--- config.mk ---
export PLATFORM = sky130hd
export DESIGN_NAME = muldiv_sequencer
export DESIGN_NICKNAME = d
export VERILOG_FILES = /design/src/rtl/muldiv_sequencer_pkg.sv /design/src/rtl/muldiv_iter_dp.sv /design/src/rtl/muldiv_sequencer.sv
export SDC_FILE = /design/constraint.sdc
export NUM_CORES = 1
export LEC_CHECK = 0
export ABC_AREA = 0
export BUFFER_PORTS_ARGS = -buffer_cell sky130_fd_sc_hd__buf_2
export CAP_MARGIN = 20
export CORE_MARGIN = 10
export CORE_UTILIZATION = 55
export CTS_CLUSTER_SIZE = 20
export DETAILED_ROUTE_END_ITERATION = 6
export GPL_ROUTABILITY_DRIVEN = 1
export PLACE_DENSITY = 0.78
export SKIP_CTS_REPAIR_TIMING = 1
export SYNTH_ARGS = -nofsm -noshare
export SYNTH_HDL_FRONTEND = slang
export SYNTH_SLANG_ARGS = --single-unit
export TNS_END_PERCENT = 10
--- constraint.sdc ---
create_clock -name clk -period 3.7 [get_ports clk]
set_input_delay 0.185 -clock clk [delete_from_list [all_inputs] [get_ports clk]]
set_output_delay 0.185 -clock clk [all_outputs]
set_load 0.02 [all_outputs]
--- src/rtl/muldiv_sequencer_pkg.sv ---
// Shared op codes and FSM encodings for the multi-cycle mul/div sequencer.
package muldiv_sequencer_pkg;

    // Op codes as presented by the decoder for ALU_mult / ALU_div variants
    typedef enum logic [1:0] {
        MD_MULT  = 2'b00,
        MD_MULTU = 2'b01,
        MD_DIV   = 2'b10,
        MD_DIVU  = 2'b11
    } md_op_e;

    typedef enum logic [1:0] {
        ST_IDLE = 2'd0,
        ST_RUN  = 2'd1,
        ST_FIX  = 2'd2
    } md_state_e;

    function automatic logic md_is_signed(input md_op_e op);
        return (op == MD_MULT) || (op == MD_DIV);
    endfunction

    function automatic logic md_is_div(input md_op_e op);
        return (op == MD_DIV) || (op == MD_DIVU);
    endfunction

endpackage

--- src/rtl/muldiv_iter_dp.sv ---
// Shared iterative datapath: shift-add multiply / restoring divide on one
// 2*WIDTH shift register. Low half starts as multiplier / dividend, the
// operand register holds multiplicand / divisor (both as magnitudes).
module muldiv_iter_dp #(
    parameter int WIDTH = 32
) (
    input  logic                 clk,
    input  logic                 rst_n,
    input  logic                 load_i,
    input  logic                 step_i,
    input  logic                 is_div_i,
    input  logic [WIDTH-1:0]     a_i,
    input  logic [WIDTH-1:0]     b_i,
    output logic [2*WIDTH-1:0]   acc_o
);

    logic [2*WIDTH-1:0] acc_q, acc_d;
    logic [WIDTH-1:0]   opnd_q;
    logic [WIDTH:0]     add_sum;
    logic [WIDTH:0]     shifted;
    logic [WIDTH-1:0]   diff;
    logic               fits;

    // One iteration of either algorithm; the remainder compare is WIDTH+1 bits wide
    always_comb begin
        add_sum = {1'b0, acc_q[2*WIDTH-1:WIDTH]} + (acc_q[0] ? {1'b0, opnd_q} : '0);
        shifted = acc_q[2*WIDTH-1:WIDTH-1];
        fits    = (shifted >= {1'b0, opnd_q});
        diff    = shifted[WIDTH-1:0] - opnd_q;
        acc_d   = acc_q;
        if (load_i) begin
            acc_d = {{WIDTH{1'b0}}, a_i};
        end else if (step_i) begin
            if (is_div_i) begin
                if (fits) acc_d = {diff, acc_q[WIDTH-2:0], 1'b1};
                else      acc_d = {acc_q[2*WIDTH-2:0], 1'b0};
            end else begin
                acc_d = {add_sum, acc_q[WIDTH-1:1]};
            end
        end
    end

    // Accumulator and operand registers
    always_ff @(posedge clk or negedge rst_n) begin
        if (!rst_n) begin
            acc_q  <= '0;
            opnd_q <= '0;
        end else begin
            acc_q <= acc_d;
            if (load_i) opnd_q <= b_i;
        end
    end

    assign acc_o = acc_q;

endmodule

--- src/rtl/muldiv_sequencer.sv ---
// Multi-cycle mul/div sequencer; owns architectural HI/LO and raises a stall
// when EX tries to touch HI/LO or start a new op while one is in flight.
module muldiv_sequencer
    import muldiv_sequencer_pkg::*;
#(
    parameter int WIDTH = 32,
    parameter int STEPS = 32
) (
    input  logic             clk,
    input  logic             rst_n,
    input  logic             start,
    input  logic [1:0]       op,
    input  logic [WIDTH-1:0] src_a,
    input  logic [WIDTH-1:0] src_b,
    input  logic             mthi,
    input  logic             mtlo,
    input  logic [WIDTH-1:0] wdata,
    input  logic             mf_req,
    input  logic             flush,
    output logic [WIDTH-1:0] hi,
    output logic [WIDTH-1:0] lo,
    output logic             busy,
    output logic             done,
    output logic             stall
);

    localparam int CW = $clog2(STEPS + 1);

    md_state_e          state_q, state_d;
    logic [CW-1:0]      cnt_q, cnt_d;
    logic               is_div_q, res_neg_q, rem_neg_q, dz_q;
    logic [WIDTH-1:0]   hi_q, hi_d, lo_q, lo_d;
    logic               done_q, done_d;
    logic               busy_w, accept, sgn;
    logic [WIDTH-1:0]   a_mag, b_mag, quo, rem;
    logic [2*WIDTH-1:0] acc, prod;

    assign busy_w = (state_q != ST_IDLE);
    assign accept = (state_q == ST_IDLE) && start && !flush;
    assign sgn    = md_is_signed(md_op_e'(op));
    assign a_mag  = (sgn && src_a[WIDTH-1]) ? -src_a : src_a;
    assign b_mag  = (sgn && src_b[WIDTH-1]) ? -src_b : src_b;

    muldiv_iter_dp #(.WIDTH(WIDTH)) u_dp (
        .clk      (clk),
        .rst_n    (rst_n),
        .load_i   (accept),
        .step_i   (state_q == ST_RUN),
        .is_div_i (is_div_q),
        .a_i      (a_mag),
        .b_i      (b_mag),
        .acc_o    (acc)
    );

    // Next state and step counter; flush wins over everything including start
    always_comb begin
        state_d = state_q;
        cnt_d   = cnt_q;
        case (state_q)
            ST_IDLE: if (start) begin
                state_d = ST_RUN;
                cnt_d   = CW'(STEPS);
            end
            ST_RUN: begin
                cnt_d = cnt_q - CW'(1);
                if (cnt_q == CW'(1)) state_d = ST_FIX;
            end
            ST_FIX:  state_d = ST_IDLE;
            default: state_d = ST_IDLE;
        endcase
        if (flush) begin
            state_d = ST_IDLE;
            cnt_d   = '0;
        end
    end

    // State, counter and the sign/zero flags captured at start
    always_ff @(posedge clk or negedge rst_n) begin
        if (!rst_n) begin
            state_q   <= ST_IDLE;
            cnt_q     <= '0;
            is_div_q  <= 1'b0;
            res_neg_q <= 1'b0;
            rem_neg_q <= 1'b0;
            dz_q      <= 1'b0;
        end else begin
            state_q <= state_d;
            cnt_q   <= cnt_d;
            if (accept) begin
                is_div_q  <= md_is_div(md_op_e'(op));
                res_neg_q <= sgn & (src_a[WIDTH-1] ^ src_b[WIDTH-1]);
                rem_neg_q <= sgn & md_is_div(md_op_e'(op)) & src_a[WIDTH-1];
                dz_q      <= md_is_div(md_op_e'(op)) & (src_b == '0);
            end
        end
    end

    // Sign fix-up and HI/LO write: op result in FIX, mthi/mtlo only when idle
    always_comb begin
        prod   = res_neg_q ? -acc : acc;
        quo    = acc[WIDTH-1:0];
        rem    = acc[2*WIDTH-1:WIDTH];
        hi_d   = hi_q;
        lo_d   = lo_q;
        done_d = 1'b0;
        if (state_q == ST_FIX && !flush) begin
            done_d = 1'b1;
            if (is_div_q) begin
                // divide-by-zero: quotient magnitude is all ones and remainder
                // is |a|, so only the quotient needs forcing
                lo_d = dz_q ? '1 : (res_neg_q ? -quo : quo);
                hi_d = rem_neg_q ? -rem : rem;
            end else begin
                {hi_d, lo_d} = prod;
            end
        end else if (!busy_w) begin
            if (mthi) hi_d = wdata;
            if (mtlo) lo_d = wdata;
        end
    end

    // Architectural HI/LO and done pulse
    always_ff @(posedge clk or negedge rst_n) begin
        if (!rst_n) begin
            hi_q   <= '0;
            lo_q   <= '0;
            done_q <= 1'b0;
        end else begin
            hi_q   <= hi_d;
            lo_q   <= lo_d;
            done_q <= done_d;
        end
    end

    assign hi    = hi_q;
    assign lo    = lo_q;
    assign busy  = busy_w;
    assign done  = done_q;
    assign stall = busy_w & (start | mf_req | mthi | mtlo);

endmodule

==> results.py <==
metrics = {
    "yosys": {
        "ys_async_sr_fraction_pct": 100,
        "synth-xor-area-share_pct": 10.3,
        "syn_area_um2": 14500,
        "synth_top_family_by_area": "compound AO/OA/AOI/OAI gates",
        "synth-edff-count": 0,
        "yosys.area_share.adder_pct": 6.32,
        "synth_compound_area_share_pct": 24.2,
        "yosys.area.top_type": "dfrtp_1",
        "avgSynthCellArea_um2": 8.11,
        "ys_warn_count": 0,
        "synth_fp_nets": 1962,
        "seq_area_frac_synth_pct": 29.9,
        "ys.flop_type": "dfrtp_1",
        "synth_cell_type_count": 84,
        "ys_seq_elements": 173,
        "synth.area.top_cells": "dfrtp_1, o21ai_0, ha_1, mux2i_1, nand2_1",
        "netlist_instances": 1785,
        "synth_mux_area_share_pct": 6.21,
        "yosys.area.top_type_share_pct": 29.9,
        "synth-simple-area-share_pct": 18.3,
    },
    "placed_design": {
        "place_area_um2": 15900,
        "hpwl_um": 37300,
        "portBuffers": 171,
        "place.gp.congestion": 0.976,
        "pre_cts_ws_ns": 0.153,
        "dp.cells": 2251,
    },
    "sta": {
        "finalSetupTns_ns": 0,
        "skew_ns": 0.0195,
        "maxSlewHeadroom_pct": 26.4,
        "worst_slack_ns": 0.201,
        "whs_ns": -0.0218,
        "period_minus_slack_ns": 3.50,
        "setup_violations": 0,
        "tightest_slew_ns": 1.10,
        "slew_viol_final": 0,
        "hold_violations": 1,
        "fmax_ghz": 0.286,
        "grt_setup_unrepaired": "no",
        "fin_crit_sh_pct": 94.6,
    },
    "clock_network": {
        "cts_buffers": 17,
        "cts.path.max_buffers": 2,
        "cts_tree": "yes",
        "insertion_delay_ns": 0.46,
        "cts.htree.levels": 4,
        "path_clk_slew_ns": 0.08,
        "root_buffer": "clkbuf_16",
        "cts_sinks": 173,
    },
    "floorplan": {
        "coreArea_um2": 26000,
        "die_y_um": 182,
        "dieArea_um2": 33200,
        "initial_core_util_pct": 55.7,
        "io_pins": 172,
        "die_w_um": 182,
        "rows": 59,
    },
    "detailed_routing": {
        "first_pass_iters": 7,
        "drt_iter0_markers": 1483,
        "wirelength_um": 48700,
        "wire_per_inst_um": 21.3,
        "drc": 0,
        "via_per_inst": 6.38,
        "drtAntennaViolNets": 0,
        "vias": 14569,
    },
    "global_route": {
        "grt_max_degree": 123,
        "grt_util_all_layers_pct": 28.1,
        "antenna_found_initial": 0,
        "grt_overflow": 0,
        "grt_pass1_vias": 13978,
        "grt_pass1_wl_um": 76100,
    },
    "worst_setup_path": {
        "critPathCaptureType": "flop",
        "critical_path_class": "flop to flop",
        "cp-startpoint": "u_dp.acc_o[0]",
        "cp.arrival_ns": 3.83,
        "critPathMaxFanout": 13,
        "critPathSlowestCell": "dfrtp_1",
        "r2r-start": "u_dp.acc_o[0]",
        "start_kind": "flop",
        "ff2ff_setup_slack_ns": 0.20,
        "required_ns": 4.03,
        "r2r-end": "u_dp.acc_o[61]",
        "cpPeakStageDelay_ns": 0.41,
        "cp-endpoint": "u_dp.acc_o[61]",
        "r2r_cells": 12,
        "path_cells": "clkinvlp_4, nor2_2, ha_1, a21oi_1, o21ai_0, a221o_1, a31o_2, a2111oi_4, nor2_2, a311oi_2, xnor2_1, a221o_1",
    },
    "pwr": {
        "vdd_drop_max_mv": 0.426,
        "leakagePower_nw": 7.35,
        "power_density_nw_per_um2": 734,
    },
    "layout": {
        "fin_area_um2": 16600,
        "multi_input_area_um2": 9500,
        "fillCellCount": 2334,
        "layout.nets": 2113,
        "finalNonFillerCells": 2284,
        "seq_area_um2": 4330,
        "diodes": 0,
        "drive_gt1_share_pct": 16.0,
        "area_delta_synth_final_pct": 14.3,
    },
    "hold_path": {
        "hp-class": "input port to flop",
    },
    "run_status": {
        "violations": "negative hold slack",
        "outcome": "complete, but fails checks",
    },
    "flow_run": {
        "cap_violations": 0,
    },
}
[registers in the layout, summed over array words and instances, names as in the netlist]
register,flops
state_q,2
res_neg_q,1
u_dp.acc_o,64
dz_q,1
hi,32
u_dp.opnd_q,32
done,1
lo,32
is_div_q,1
cnt_q,6
rem_neg_q,1
[cells by family after synthesis]
group,Yosys count
xor gates and xnor gates,171
adders and majority gates,72
muxes,89
AOI/OAI and AO/OA,543
DFF,173
and+or+nand+nor,560
buffers and inverters,177
[where the power goes]
part / leakage, nW / total, mW / internal [mW] / switching, mW
clock network: 0.299 / 1.95 / 0.942 / 1.01
registers: 2.14 / 3.11 / 2.41 / 0.702
logic: 4.91 / 7.08 / 2.77 / 4.31
total: 7.35 / 12.1 / 6.13 / 6.02
[per-layer routing]
layer | up-vias | GRT usage, % | share of wire, %
met5 | - | 0 | 0
met4 | 0 | 8.23 | 2.7
met3 | 116 | 6.59 | 10
met2 | 752 | 43.8 | 45
met1 | 6946 | 37.9 | 43
li1 | 6755 | - | -
[Yosys cell counts (all sizes together) (4+ instances only)]
| cell type | number |
|---|---|
| nand2b | 10 |
| o21a | 7 |
| clkbuf | 90 |
| o21bai | 6 |
| a21o | 25 |
| inv | 71 |
| dfrtp | 173 |
| or4 | 8 |
| o221ai | 6 |
| a211oi | 15 |
| a31oi | 16 |
| nand4 | 11 |
| a22oi | 29 |
| nand3 | 25 |
| buf | 15 |
| mux2i | 85 |
| nor2 | 131 |
| nor3b | 7 |
| o31ai | 13 |
| mux2 | 4 |
| xor2 | 78 |
| a21boi | 8 |
| a32oi | 26 |
| and3 | 9 |
| o41ai | 15 |
| nor3 | 39 |
| a21oi | 109 |
| or3 | 15 |
| o21ai | 188 |
| a2111oi | 5 |
| o22ai | 5 |
| and2 | 12 |
| nand4b | 5 |
| nor2b | 21 |
| nand2 | 225 |
| nor4 | 20 |
| a221o | 8 |
| ha | 70 |
| o211ai | 38 |
| xnor2 | 93 |
| or2 | 9 |
[worst max-delay path, delay by kind of cell, from the launching register on]
family / cells / cell delay (ns)
AOI/OAI and AO/OA: 7 / 1.99
DFF: 1 / 0.41
and+or+nand+nor: 2 / 0.30
adders and majority gates: 1 / 0.30
buffers and inverters: 1 / 0.29
xor gates and xnor gates: 1 / 0.09
[worst min-delay path by stage]
stage,end,cells after the start,slack [ns],startpoint
after floorplan,cnt_q[0],0,-0.11,rst_n
after global placement,u_dp.opnd_q[16],1,0.34,rst_n
after detailed placement,u_dp.opnd_q[16],1,0.35,rst_n
after CTS,u_dp.opnd_q[11],1,-0.12,rst_n
after global routing,is_div_q,3,0.01,op[1]
final,is_div_q,3,-0.02,op[1]
[layout make-up]
class	instances	area share [%]
clock inverter	15	1.25
inverter	72	1.66
multi-input combinational	1435	57.4
sequential	173	26.2
tap	335	2.53
clock buffer	17	2.57
timing repair buffer	237	8.44
[per-stage QoR]
stage / power [mW] / util, % / hold slack [ns]
global placement: 9.85 / 61.2 / 0.344
finish: 12.1 / 63.7 / -0.0218
CTS: 12.0 / 63.6 / -0.121
global route: 12.9 / 63.7 / 0.0121
detailed placement: 9.97 / 61.2 / 0.345
floorplan: 7.71 / - / -0.111
[placed cells by master, fill, tap and decap left out, types with 25 or more instances in the layout]
master,instances
nand2_1,225
o21ai_0,186
dfrtp_1,172
buf_2,170
nor2_1,127
a21oi_1,109
xnor2_1,93
mux2i_1,85
xor2_1,78
inv_1,70
ha_1,70
buf_4,62
o211ai_1,38
nor3_1,36
a22oi_1,29
a32oi_1,26
nand3_1,25
a21o_1,25
Note: power is estimated with default switching activity, not from simulation.
